File: src/rtl/ysyx_25020037_gpr_sb.sv
// General-purpose register file with per-register scoreboard, writeback-to-read bypass
// and an issue-side valid/ready handshake for hazard-free back-to-back issue.
module ysyx_25020037_gpr_sb #(
  parameter int unsigned XLEN     = 32,
  parameter int unsigned NUM_REGS = 16,
  parameter int unsigned AW       = 5,
  parameter int unsigned MAX_PEND = 4,
  localparam int unsigned CW      = $clog2(MAX_PEND + 1)
) (
  input  logic                clk,
  input  logic                rst,
  input  logic                iss_valid,
  output logic                iss_ready,
  input  logic [AW-1:0]       iss_rs1,
  input  logic [AW-1:0]       iss_rs2,
  input  logic [AW-1:0]       iss_rd,
  input  logic                iss_rd_wen,
  output logic [XLEN-1:0]     iss_src1,
  output logic [XLEN-1:0]     iss_src2,
  input  logic                wb_valid,
  input  logic                wb_wen,
  input  logic [AW-1:0]       wb_rd,
  input  logic [XLEN-1:0]     wb_data,
  input  logic                flush,
  output logic [NUM_REGS-1:0] busy_vec,
  output logic [CW-1:0]       pend_cnt,
  output logic                illegal_reg
);

  logic [XLEN-1:0]     r_regs [NUM_REGS];
  logic [NUM_REGS-1:0] r_busy;
  logic [CW-1:0]       r_pend;
  logic                r_illegal;

  logic [NUM_REGS-1:0] w_busy_d;
  logic [CW-1:0]       w_pend_d;
  logic [XLEN-1:0]     w_rf1, w_rf2;
  logic                w_wb_fire, w_rd_ok, w_byp1, w_byp2, w_bypd;
  logic                w_haz1, w_haz2, w_hazd, w_clr, w_full;
  logic                w_iss_fire, w_set, w_ill;

  function automatic logic legal(input logic [AW-1:0] idx);
    return 32'(idx) < NUM_REGS;
  endfunction

  // Illegal indices never match a vector bit, so they read as not busy.
  function automatic logic busy_of(input logic [AW-1:0] idx, input logic [NUM_REGS-1:0] vec);
    logic b;
    b = 1'b0;
    for (int i = 0; i < NUM_REGS; i++) begin
      if (idx == AW'(i)) b = vec[i];
    end
    return b;
  endfunction

  assign w_wb_fire = wb_valid & wb_wen & legal(wb_rd) & (wb_rd != '0);
  assign w_rd_ok   = iss_rd_wen & legal(iss_rd) & (iss_rd != '0);
  assign w_byp1    = w_wb_fire & (wb_rd == iss_rs1);
  assign w_byp2    = w_wb_fire & (wb_rd == iss_rs2);
  assign w_bypd    = w_wb_fire & (wb_rd == iss_rd);

  assign w_haz1 = busy_of(iss_rs1, r_busy) & ~w_byp1;
  assign w_haz2 = busy_of(iss_rs2, r_busy) & ~w_byp2;
  assign w_hazd = iss_rd_wen & busy_of(iss_rd, r_busy) & ~w_bypd;
  assign w_clr  = w_wb_fire & busy_of(wb_rd, r_busy);
  // A clear in the same cycle frees a slot for the new destination.
  assign w_full = w_rd_ok & (r_pend == CW'(MAX_PEND)) & ~w_clr;

  assign iss_ready  = ~flush & ~w_haz1 & ~w_haz2 & ~w_hazd & ~w_full;
  assign w_iss_fire = iss_valid & iss_ready;
  assign w_set      = w_iss_fire & w_rd_ok;
  assign w_ill      = w_iss_fire & (~legal(iss_rs1) | ~legal(iss_rs2) |
                                    (iss_rd_wen & ~legal(iss_rd)));

  always_comb begin
    w_rf1 = '0;
    w_rf2 = '0;
    for (int i = 0; i < NUM_REGS; i++) begin
      if (iss_rs1 == AW'(i)) w_rf1 = r_regs[i];
      if (iss_rs2 == AW'(i)) w_rf2 = r_regs[i];
    end
  end

  assign iss_src1 = w_byp1 ? wb_data : w_rf1;
  assign iss_src2 = w_byp2 ? wb_data : w_rf2;

  // Set is applied after clear so a same-register set/clear keeps the bit.
  always_comb begin
    w_busy_d = r_busy;
    for (int i = 0; i < NUM_REGS; i++) begin
      if (w_clr && (wb_rd == AW'(i))) w_busy_d[i] = 1'b0;
      if (w_set && (iss_rd == AW'(i))) w_busy_d[i] = 1'b1;
    end
    w_pend_d = r_pend + CW'(w_set) - CW'(w_clr);
    if (flush) begin
      w_busy_d = '0;
      w_pend_d = '0;
    end
  end

  always_ff @(posedge clk or negedge rst) begin
    if (!rst) begin
      for (int i = 0; i < NUM_REGS; i++) r_regs[i] <= '0;
    end else if (w_wb_fire) begin
      for (int i = 1; i < NUM_REGS; i++) begin
        if (wb_rd == AW'(i)) r_regs[i] <= wb_data;
      end
    end
  end

  always_ff @(posedge clk or negedge rst) begin
    if (!rst) begin
      r_busy    <= '0;
      r_pend    <= '0;
      r_illegal <= 1'b0;
    end else begin
      r_busy    <= w_busy_d;
      r_pend    <= w_pend_d;
      r_illegal <= w_ill;
    end
  end

  assign busy_vec    = r_busy;
  assign pend_cnt    = r_pend;
  assign illegal_reg = r_illegal;

endmodule

File: config.mk
export PLATFORM = sky130hd
export DESIGN_NAME = ysyx_25020037_gpr_sb
export DESIGN_NICKNAME = d
export VERILOG_FILES = /design/src/rtl/ysyx_25020037_gpr_sb.sv
export SDC_FILE = /design/constraint.sdc
export NUM_CORES = 1
export LEC_CHECK = 0
export CAP_MARGIN = 20
export CORE_ASPECT_RATIO = 0.9
export CORE_MARGIN = 3
export CORE_UTILIZATION = 45
export DETAILED_ROUTE_END_ITERATION = 7
export PLACE_DENSITY_LB_ADDON = 0.15
export SLEW_MARGIN = 20
export SYNTH_ARGS = -nofsm -noshare
export SYNTH_HDL_FRONTEND = slang
export SYNTH_SLANG_ARGS = --single-unit
File: constraint.sdc
create_clock -name clk -period 4.15 [get_ports clk]
set_clock_uncertainty 0.15 [all_clocks]
set_input_delay 0.83 -clock clk [delete_from_list [all_inputs] [get_ports clk]]
set_output_delay 0.83 -clock clk [all_outputs]
set_load 0.05 [all_outputs]
==> results of run 1 <==
## area by class of cell
| cell class | instances | area [µm²] |
|---|---|---|
| Sequential cell | 500 | 12510 |
| Timing Repair Buffer | 516 | 5799 |
| Clock inverter | 32 | 414.1 |
| Clock buffer | 71 | 1567 |
| Fill cell | 4898 | 24240 |
| Inverter | 12 | 45.04 |
| Tap cell | 783 | 979.7 |
| Multi-Input combinational cell | 1758 | 14420 |
## worst min-delay path by stage
stage,endpoint,from,slack (ns)
final,busy_vec[8],rst,0.07
after CTS,busy_vec[8],rst,0.09
after detailed placement,r_regs[94],r_regs[94],0.35
after floorplan,r_regs[411],r_regs[411],0.33
after global routing,busy_vec[8],rst,0.12
after global placement,r_regs[65],r_regs[65],0.34
## cells by family after synthesis
family                     after synthesis
AOI/OAI and AO/OA                      729
xor gates and xnor gates                17
adders and majority gates                3
buffers and inverters                  270
DFF                                    500
muxes                                  524
and+or+nand+nor                        484
## placed cells by master, fill, tap and decap left out, types with 62 or more instances in the layout
master	netlist	final
sky130_fd_sc_hd__nor3_1	73	65
sky130_fd_sc_hd__a22o_1	62	62
sky130_fd_sc_hd__a22oi_1	99	91
sky130_fd_sc_hd__buf_4	6	273
sky130_fd_sc_hd__o21ai_0	79	70
sky130_fd_sc_hd__mux2_2	454	454
sky130_fd_sc_hd__o22ai_1	127	127
sky130_fd_sc_hd__buf_12	0	111
sky130_fd_sc_hd__nor2_1	195	177
sky130_fd_sc_hd__dfrtp_1	500	500
## worst max-delay path, delay by kind of cell
kind / cells / cell delay [ns]
compound gates: 5 / 1.10
buf+inv: 6 / 0.98
simple gates: 2 / 0.22
## power by group
part / switching [mW] / internal (mW)
registers: 0.352 / 5.26
logic: 1.03 / 0.918
clock network: 2.16 / 3.17
total: 3.54 / 9.35
## per-stage QoR
step	utilization, %	total power [mW]
floorplan	-	6.579
global placement	54.06	7.448
detailed placement	54.11	7.502
CTS	58.52	12.89
global route	59.58	13.32
finish	59.58	12.90
## metal layers
layer	track usage, %	share of wire (%)	vias to the layer above
met5	0	0	-
met1	45.71	43	12690
met2	50.67	45	1418
met4	12.64	3.6	0
li1	-	-	10320
met3	5.669	8.6	272
## timing repair
action | CTS | global route
setup buffers | 17 | 21
gates cloned | 4 | 5
endpoints found under the setup margin | 65 | 63
gates resized for setup | 139 | 101
pin swaps | 42 | 49
==> impl_metrics.toml, run 1 <==
[status]
outcome = "complete, but fails checks"
failing_checks = "setup timing"

[placement]
pre_cts_slack_ns = -0.5914
dp_cell_count = 3524
gpl.final_weighted_congestion = 0.9009
buffer_ports.inserted = 143
placed_area_mm2 = 0.03245
hpwlAfterDp_um = 67170

[yosys]
yosys.area_share.xor_xnor_pct = 0.5443
synth_edf_count = 0
synth.cell_area_mm2 = 0.02735
syn_nets = 2589
synth_compound_gate_area_share_pct = 19.23
netlist-cell-type-count = 86
synth_top_area_share_pct = 45.74
postSynthAreaPerCell_um2 = 10.82
mux_cell_area_share_after_synthesis_pct = 21.52
synth.ff_latch_count = 500
post-synth-top-count-cell = "sky130_fd_sc_hd__dfrtp_1"
synth_simple_gate_area_share_pct = 8.448
synth.yosys.warnings = 32
synthTopCellsByArea = "sky130_fd_sc_hd__dfrtp_1 46%, sky130_fd_sc_hd__mux2_2 19%, sky130_fd_sc_hd__o22ai_1 2.9%"
synth_cells = 2527
post-synth-top-area-cell = "sky130_fd_sc_hd__dfrtp_1"
synthArstFlopShare_pct = 100.0
synth-adder-area-share_pct = 0.1647
ys_dominant_reg_cell = "sky130_fd_sc_hd__dfrtp_1"
synth_sequential_area_ratio_pct = 45.74
synth_top_cells_by_count = "500 x sky130_fd_sc_hd__dfrtp_1, 454 x sky130_fd_sc_hd__mux2_2, 195 x sky130_fd_sc_hd__nor2_1, 156 x sky130_fd_sc_hd__clkbuf_1, 127 x sky130_fd_sc_hd__o22ai_1"
combinational_family_with_the_most_area_after_synthesis = "multiplexers"

[clock_tree]
ctsLongestPathBuffers = 3
clock-sinks = 500
tritoncts = "yes"
clock-root-buffer = "sky130_fd_sc_hd__clkbuf_16"
clk_pin_slew_worst_paths_ns = 0.06
worst_skew_pair.late_latency_ns = 0.61
post_cts_hold_buffer_count = 0
cts.htree.levels = 2
numCtsBuffers = 55

[drt]
dr_pass1_iterations = 8
via_count = 24700
vias_per_cell = 6.727
route.final.wire_length_um = 106700
post-route-drc-count = 0
drtAntennaViolNets = 0
detail_route.wl_per_cell_um = 29.06
drc_marker_count_from_the_first_detailed_route_iteration = 3067

[final_layout]
flow.area_growth_from_synthesis_pct = 30.65
largest_register_ffs = 480
drive_gt1_share_pct = 40.36
finish.instance_area_mm2 = 0.03574
finish.cell_count_without_fillers = 3672
numnets_final = 2905
register_ranked_first_by_flip_flop_count = "r_regs"
diodes_inserted = 0

[worst_setup_path]
cp_max_fo = 16
worst_r2r_path_depth = 15
worst_setup_path_startpoint = "iss_rs2[2]"
worstPathArrival_ns = 3.18
cp_common_cell = "sky130_fd_sc_hd__buf_12"
endpoint = "iss_src2[17]"
reg2reg_setup_slack_ns = 0.64
critical_path.reg2reg.endpoint = "pend_cnt[2]"
timing.critical_path.slowest_cell_delay_ns = 0.44
worst_endpoint_required_time_ns = 3.17
crit_path_end_kind = "output pin"
worstReg2RegStart = "busy_vec[10]"
critical_path.startpoint_type = "input pin"
critical_path.cell_chain = "buf_2 -> buf_12 -> nand2b_1 -> nor2_4 -> buf_12 -> buf_16 -> a22oi_1 -> o211ai_1 -> a2111oi_2 -> buf_4 -> o21ai_0 -> a22o_1 -> buf_6"
setup.worst_path.class = "input pin to output pin"
crit_slowest_cell = "sky130_fd_sc_hd__a2111oi_2"

[global_routing]
largest_net_degree_at_the_start_of_global_routing = 77
number_of_global_route_vias_before_repair = 24590
grt_antenna_before_repair = 0
grt_pass1_wl_um = 158800
groute.usage.overall_pct = 32.59
global_route.overflow_total = 0

[floorplan]
vertical_die_dimension_um = 239.9
die_w_um = 265.9
top_level_ports = 144
placementRows = 85
die_area_mm2 = 0.06378
initial_core_util_pct = 45.60
core_mm2 = 0.05998

[sta]
fin_setup_tns_ns = -0.005209
timing_worst_slew_pin_value_ns = 1.087
final_setup_viols = 1
fin_crit_sh_pct = 100.1
report.final.slew_viol_count = 0
fmax_mhz = 240.7
setup_repair_after_global_routing_missed_its_margin = "yes"
holdWs_ns = 0.07443
setup_ws_ns = -0.005209
hold_viol_final = 0
timing.max_slew.rel_slack_pct = 27.53
post_layout_min_period_ns = 4.155

[power_and_ir_drop]
power-per-cell-area_mw_per_mm2 = 360.9
total_leakage_power_nw = 16.13
max-vdd-ir-drop_v = 0.0003403

[worst_hold_path]
hold_class = "input pin to async pin"

[run]
timing.max_cap.violations = 0
(Power assumes the default switching activity.)
==> run 2: changes to the inputs <==
--- a/config.mk
+++ b/config.mk
@@ -6,7 +6,7 @@
 export NUM_CORES = 1
 export LEC_CHECK = 0
 export CAP_MARGIN = 20
-export CORE_ASPECT_RATIO = 0.9
+export CORE_ASPECT_RATIO = 1.2
 export CORE_MARGIN = 3
 export CORE_UTILIZATION = 45
 export DETAILED_ROUTE_END_ITERATION = 7
==> run 2 against run 1 <==
The flow finishes with violations (DRC); highest routed layer unchanged; clock power increased by 1%; sequential share of layout area decreased by 0.42 points; cell area up 1.2%; core utilization grew 0.87 points; global-route usage fell by 0.057 points; critical path type unchanged.
==> impl_metrics.toml, run 2 (synthesized netlist as in run 1, its figures left out) <==
[clock_tree]
worst_skew_pair.late_latency_ns = 0.62
clock-sinks = 500
clock-root-buffer = "sky130_fd_sc_hd__clkbuf_16"
post_cts_hold_buffer_count = 0
cts.htree.levels = 2
clk_pin_slew_worst_paths_ns = 0.06
numCtsBuffers = 54
ctsLongestPathBuffers = 3
tritoncts = "yes"

[power_and_ir_drop]
max-vdd-ir-drop_v = 0.0003414
power-per-cell-area_mw_per_mm2 = 359.4
cell_internal_pwr_mw = 9.458
pwr-share-comb_pct = 15.3
netSwitchingPower_mw = 3.542
p_sw_share_pct = 27.25
power.clock.fraction_pct = 41.5
power_frac_seq_pct = 43.2
total_leakage_power_nw = 16.27

[worst_setup_path]
critical_path.cell_chain = "clkdlybuf4s15_2 -> or3b_4 -> buf_6 -> nor2_4 -> buf_4 -> buf_12 -> a22oi_1 -> nand3_1 -> a2111oi_4 -> buf_4 -> o21ai_1 -> a22o_1 -> buf_6"
worst_endpoint_required_time_ns = 3.17
crit_slowest_cell = "sky130_fd_sc_hd__or3b_4"
timing.critical_path.buf_inv = 6
worstPathArrival_ns = 3.11
reg2reg_setup_slack_ns = 0.61
worst_r2r_path_depth = 14
crit_path_end_kind = "output pin"
cp_max_fo = 6
critical_path.reg2reg.endpoint = "pend_cnt[2]"
critical_path.startpoint_type = "input pin"
worstReg2RegStart = "busy_vec[13]"
cp_top_family = "buffers and inverters"
timing.critical_path.slowest_cell_delay_ns = 0.42
setup.worst_path.class = "input pin to output pin"

[drt]
post-route-drc-count = 5
vias_per_cell = 6.696
dr_pass1_iterations = 8
drtAntennaViolNets = 0
via_count = 24660
detail_route.wl_per_cell_um = 29.07
route.final.wire_length_um = 107100
drc_marker_count_from_the_first_detailed_route_iteration = 2973

[global_routing]
largest_net_degree_at_the_start_of_global_routing = 93
grt_antenna_before_repair = 0
grt_pass1_wl_um = 159500
groute.usage.overall_pct = 32.53
global_route.overflow_total = 0
number_of_global_route_vias_before_repair = 25150

[sta]
fin_setup_tns_ns = 0
hold_viol_final = 0
post_layout_min_period_ns = 4.087
fin_crit_sh_pct = 98.47
final_setup_viols = 0
report.final.slew_viol_count = 0
timing_worst_slew_pin_value_ns = 0.9082
fmax_mhz = 244.7
setup_repair_after_global_routing_missed_its_margin = "yes"
timing.max_slew.rel_slack_pct = 39.45

[final_layout]
multi_input_comb_area_mm2 = 0.01466
largest_register_ffs = 480
numnets_final = 2903
drive_gt1_share_pct = 41.10
utilization_after_layout_pct = 60.45
num-fill-cells = 4861
finish.instance_area_mm2 = 0.03617
sequential_cell_area_mm2 = 0.01251
flow.area_growth_from_synthesis_pct = 32.24
layout.cells.most_common = "sky130_fd_sc_hd__dfrtp_1"
mostFrequentLayoutCells = "500 x sky130_fd_sc_hd__dfrtp_1, 454 x sky130_fd_sc_hd__mux2_2, 255 x sky130_fd_sc_hd__buf_4, 176 x sky130_fd_sc_hd__nor2_1, 127 x sky130_fd_sc_hd__o22ai_1"
diodes_inserted = 0
register_ranked_first_by_flip_flop_count = "r_regs"

[worst_hold_path]
hold_class = "input pin to async pin"

[floorplan]
top_level_ports = 144
vertical_die_dimension_um = 276.1
placementRows = 98
die_w_um = 231.1
core_mm2 = 0.05984
initial_core_util_pct = 45.71
die_area_mm2 = 0.06379

[placement]
hpwlAfterDp_um = 66590
placed_area_mm2 = 0.03233
gpl.final_weighted_congestion = 0.9169
buffer_ports.inserted = 143

[status]
failing_checks = "DRC"
outcome = "complete, but fails checks"

[run]
timing.max_cap.violations = 0
==> run 2: cell count changes in the layout (fill, tap and decap cells not counted), sizes merged <==
cell / before / now
dlymetal6s2s: 5 / 2
bufbuf: 1 / 3
clkinv: 14 / 15
clkbuf: 80 / 77
bufinv: 8 / 10
buf: 439 / 435
dlygate4sd2: 2 / 1
clkdlybuf4s15: 0 / 3
inv: 15 / 13
nor2: 201 / 200
clkdlybuf4s50: 60 / 64
clkinvlp: 7 / 3
==> run 2: layout make-up <==
cell class / instances / area share [%]
multi-input cells: 1757 / 40.52
flip-flops and latches: 500 / 34.59
repair buffers: 516 / 16.53
clock buffers: 69 / 4.258
well taps: 800 / 2.767
clock inverters: 29 / 1.214
inverters: 12 / 0.1245
==> run 2: through the flow <==
stage	power, mW	instances	worst slack (ns)	hold WS (ns)
final	13.00	3683	0.06331	0.1071
after global routing	13.40	3683	-0.007381	0.1591
after CTS	12.98	3661	-0.02686	0.1337
after detailed placement	7.485	3526	-0.5500	0.3538
after global placement	7.430	3526	-0.5680	0.3454
after floorplan	6.579	2527	0.1067	0.3291
==> run 2: per-layer routing <==
metal	part of all wire, %	up-vias	track usage (%)
li1	-	10310	-
met1	38	12520	41.70
met2	47	1458	52.85
met3	8.7	376	6.204
met4	5.5	0	16.03
met5	0	-	0
==> run 2: worst max path at each step <==
stage / from / to / cells past startpoint
finish: iss_rs2[1] / iss_src2[28] / 13
detailed placement: iss_rs2[4] / iss_src2[8] / 12
CTS: iss_rs2[0] / iss_src2[5] / 15
global placement: iss_rs1[0] / iss_src1[26] / 12
global route: iss_rs2[1] / iss_src2[15] / 13
floorplan: iss_rs1[0] / iss_src1[19] / 10
==> run 2: worst register-to-register path, stage by stage (launching register included) <==
cell and delay [ns]:
sky130_fd_sc_hd__dfrtp_1 0.61, sky130_fd_sc_hd__o21ai_1 0.14, sky130_fd_sc_hd__a32o_1 0.22, sky130_fd_sc_hd__a21oi_1 0.16, sky130_fd_sc_hd__nor2_1 0.07, sky130_fd_sc_hd__o31a_1 0.32, sky130_fd_sc_hd__and4_4 0.22, sky130_fd_sc_hd__or3b_1 0.38
sky130_fd_sc_hd__ha_1 0.31, sky130_fd_sc_hd__inv_1 0.06, sky130_fd_sc_hd__ha_1 0.12, sky130_fd_sc_hd__inv_1 0.06, sky130_fd_sc_hd__fa_1 0.41, sky130_fd_sc_hd__xnor2_1 0.17, sky130_fd_sc_hd__nor2_1 0.05
==> run 2: what timing repair did <==
action | CTS | global route
cloned | 11 | 3
gates resized for setup | 237 | 74
endpoints found under the setup margin | 65 | 65
endpoints found under the hold margin | 0 | 0
pin swaps | 54 | 55
buffers inserted | 29 | 20
==> run 2: power groups by stage <==
stage                     clock network, mW  logic [mW]  registers [mW]
after floorplan                           0        1.01            5.57
after CTS                              5.46        1.93            5.59
final                                  5.40        1.98            5.62
after global routing                   5.64        2.10            5.65
after global placement                    0        1.78            5.65
after detailed placement                  0        1.82            5.67
==> run 3: changes to the inputs <==
--- a/config.mk
+++ b/config.mk
@@ -7,7 +7,7 @@
 export LEC_CHECK = 0
 export CAP_MARGIN = 20
 export CORE_ASPECT_RATIO = 1.2
-export CORE_MARGIN = 3
+export CORE_MARGIN = 5
 export CORE_UTILIZATION = 45
 export DETAILED_ROUTE_END_ITERATION = 7
 export PLACE_DENSITY_LB_ADDON = 0.15
==> run 3 against run 2 <==
Die area up 3.2%; wire length fell by 3.5%; largest cell class unchanged; sequential cell count did not move; combinational power down 3%; first-iteration DRC count fell by 17%; final cell count is 0.27% lower; global-route usage fell by 2.4 points; setup slack worse by 0.059 ns; worst hold slack lost 0.039 ns; power shrank 3.5%; the run now ends clean; highest routed layer unchanged; register-to-register slack gained 0.04 ns.
==> impl_metrics.toml, run 3 (synthesized netlist as in run 1, its figures left out) <==
[status]
outcome = "completed"

[drt]
post-route-drc-count = 0
via_count = 24240
dr_pass1_iterations = 8
route.final.wire_length_um = 103400
detail_route.wl_per_cell_um = 28.14
vias_per_cell = 6.598
drc_marker_count_from_the_first_detailed_route_iteration = 2457
drtAntennaViolNets = 0

[clock_tree]
tritoncts = "yes"
ctsLongestPathBuffers = 3
post_cts_hold_buffer_count = 0
numCtsBuffers = 53
clk_pin_slew_worst_paths_ns = 0.07
clock-root-buffer = "sky130_fd_sc_hd__clkbuf_16"
clock-sinks = 500
worst_skew_pair.late_latency_ns = 0.63
cts.htree.levels = 2

[final_layout]
mostFrequentLayoutCells = "500 x sky130_fd_sc_hd__dfrtp_1, 454 x sky130_fd_sc_hd__mux2_2, 280 x sky130_fd_sc_hd__buf_4, 176 x sky130_fd_sc_hd__nor2_1, 126 x sky130_fd_sc_hd__o22ai_1"
largest_register_ffs = 480
drive_gt1_share_pct = 39.55
numnets_final = 2888
num-fill-cells = 4913
register_ranked_first_by_flip_flop_count = "r_regs"
flow.area_growth_from_synthesis_pct = 29.41
diodes_inserted = 0
layout.cells.most_common = "sky130_fd_sc_hd__dfrtp_1"
finish.cell_count_without_fillers = 3673
utilization_after_layout_pct = 58.44

[sta]
fin_crit_sh_pct = 99.89
report.final.slew_viol_count = 0
fmax_mhz = 241.2
timing.max_slew.rel_slack_pct = 26.46
setup_repair_after_global_routing_missed_its_margin = "yes"
timing_worst_slew_pin_value_ns = 1.103
hold_viol_final = 0
final_setup_viols = 0
post_layout_min_period_ns = 4.146

[placement]
buffer_ports.inserted = 143
gpl.final_weighted_congestion = 0.9396
dp_cell_count = 3540
hpwlAfterDp_um = 67240

[global_routing]
number_of_global_route_vias_before_repair = 24750
grt_pass1_wl_um = 155000
grt_antenna_before_repair = 0
groute.usage.overall_pct = 30.13
largest_net_degree_at_the_start_of_global_routing = 89
global_route.overflow_total = 0

[floorplan]
die_w_um = 235.1
die_area_mm2 = 0.06584
top_level_ports = 144
initial_core_util_pct = 45.16
core_mm2 = 0.06057
vertical_die_dimension_um = 280.1
placementRows = 99

[power_and_ir_drop]
tot_pwr_mw = 12.54
max-vdd-ir-drop_v = 0.0003607
total_leakage_power_nw = 15.93
power-per-cell-area_mw_per_mm2 = 354.3

[worst_setup_path]
worst_r2r_path_depth = 14
cp_max_fo = 5
worstPathArrival_ns = 3.17
worstReg2RegStart = "busy_vec[13]"
worst_endpoint_required_time_ns = 3.17
critical_path.startpoint_type = "input pin"
crit_path_end_kind = "output pin"
reg2reg_setup_slack_ns = 0.65
critical_path.reg2reg.endpoint = "pend_cnt[2]"
setup.worst_path.class = "input pin to output pin"

[run]
timing.max_cap.violations = 0

[worst_hold_path]
hold_class = "input pin to async pin"
## run 3: cell types whose count changed in the layout (fill, tap and decap cells not counted), moves of 5 or more
cell | previous run | this run
sky130_fd_sc_hd__buf_16 | 7 | 2
sky130_fd_sc_hd__buf_4 | 255 | 280
sky130_fd_sc_hd__o21ai_2 | 12 | 5
sky130_fd_sc_hd__clkinv_2 | 12 | 5
sky130_fd_sc_hd__bufinv_16 | 10 | 4
sky130_fd_sc_hd__clkbuf_8 | 9 | 15
sky130_fd_sc_hd__buf_12 | 116 | 108
sky130_fd_sc_hd__o21ai_1 | 38 | 45
sky130_fd_sc_hd__buf_6 | 50 | 25
## run 3: layer usage
layer / vias to the layer above / global-route usage [%] / wire, µm / part of all wire [%]
met4: 0 / 14.50 / 5230 / 5.1
li1: 10290 / - / - / -
met5: - / 0 / 0 / 0
met3: 339 / 5.387 / 7944 / 7.7
met1: 12320 / 39.04 / 41310 / 40
met2: 1292 / 49.33 / 48860 / 47
## run 3: power by group
group / internal (mW) / switching [mW] / total, mW
Sequential: 5.26 / 0.347 / 5.61
Clock: 2.90 / 2.10 / 5.00
Combinational: 0.912 / 1.02 / 1.93
Total: 9.08 / 3.46 / 12.5
## run 3: per-stage QoR
stage | area [µm²] | hold WS [ns] | setup TNS, ns | worst slack [ns]
floorplan | 27350 | 0.3291 | 0 | 0.1067
global placement | 32340 | 0.3447 | -22.93 | -0.5645
detailed placement | 32340 | 0.3497 | -21.59 | -0.6725
CTS | 34880 | 0.1158 | -0.02044 | -0.02044
global route | 35400 | 0.1143 | -0.3919 | -0.08953
finish | 35400 | 0.06839 | 0 | 0.004390
## run 3: how the worst max path moves through the flow
| stage | start | to | cells past startpoint |
|---|---|---|---|
| 2_1_floorplan | iss_rs1[0] | iss_src1[19] | 10 |
| 3_3_place_gp | iss_rs2[4] | iss_src2[15] | 12 |
| 3_5_place_dp | iss_rs2[4] | iss_src2[15] | 12 |
| 4_1_cts | iss_rs1[4] | iss_src1[23] | 13 |
| 5_1_grt | iss_rs2[1] | iss_src2[0] | 14 |
| 6_report | iss_rs2[1] | iss_src2[4] | 15 |
## run 3: layout make-up
| cell class | instances | area, µm² | area share [%] |
|---|---|---|---|
| well taps | 808 | 1011 | 2.856 |
| repair buffers | 501 | 5510 | 15.57 |
| flip-flops and latches | 500 | 12510 | 35.35 |
| clock inverters | 17 | 232.7 | 0.6575 |
| clock buffers | 77 | 1588 | 4.486 |
| inverters | 12 | 45.04 | 0.1272 |
| multi-input cells | 1758 | 14500 | 40.96 |
## run 3: timing repair
item / 4_1_cts / 5_1_grt
resized for setup: 144 / 88
setup endpoints to repair: 65 / 63
pin swaps: 43 / 63
gates cloned: 5 / 3
setup buffers: 21 / 14
## run 3: critical path, stage by stage
cell                            delay (ns)
sky130_fd_sc_hd__dlygate4sd2_1        0.26
sky130_fd_sc_hd__buf_6                0.13
sky130_fd_sc_hd__nand3b_1             0.10
sky130_fd_sc_hd__buf_6                0.12
sky130_fd_sc_hd__buf_4                0.11
sky130_fd_sc_hd__nor2_4               0.04
sky130_fd_sc_hd__buf_4                0.15
sky130_fd_sc_hd__buf_4                0.13
sky130_fd_sc_hd__buf_4                0.13
sky130_fd_sc_hd__a22o_1               0.21
sky130_fd_sc_hd__a2111oi_4            0.31
sky130_fd_sc_hd__buf_4                0.17
sky130_fd_sc_hd__o21ai_1              0.06
sky130_fd_sc_hd__a22o_1               0.20
sky130_fd_sc_hd__buf_4                0.19
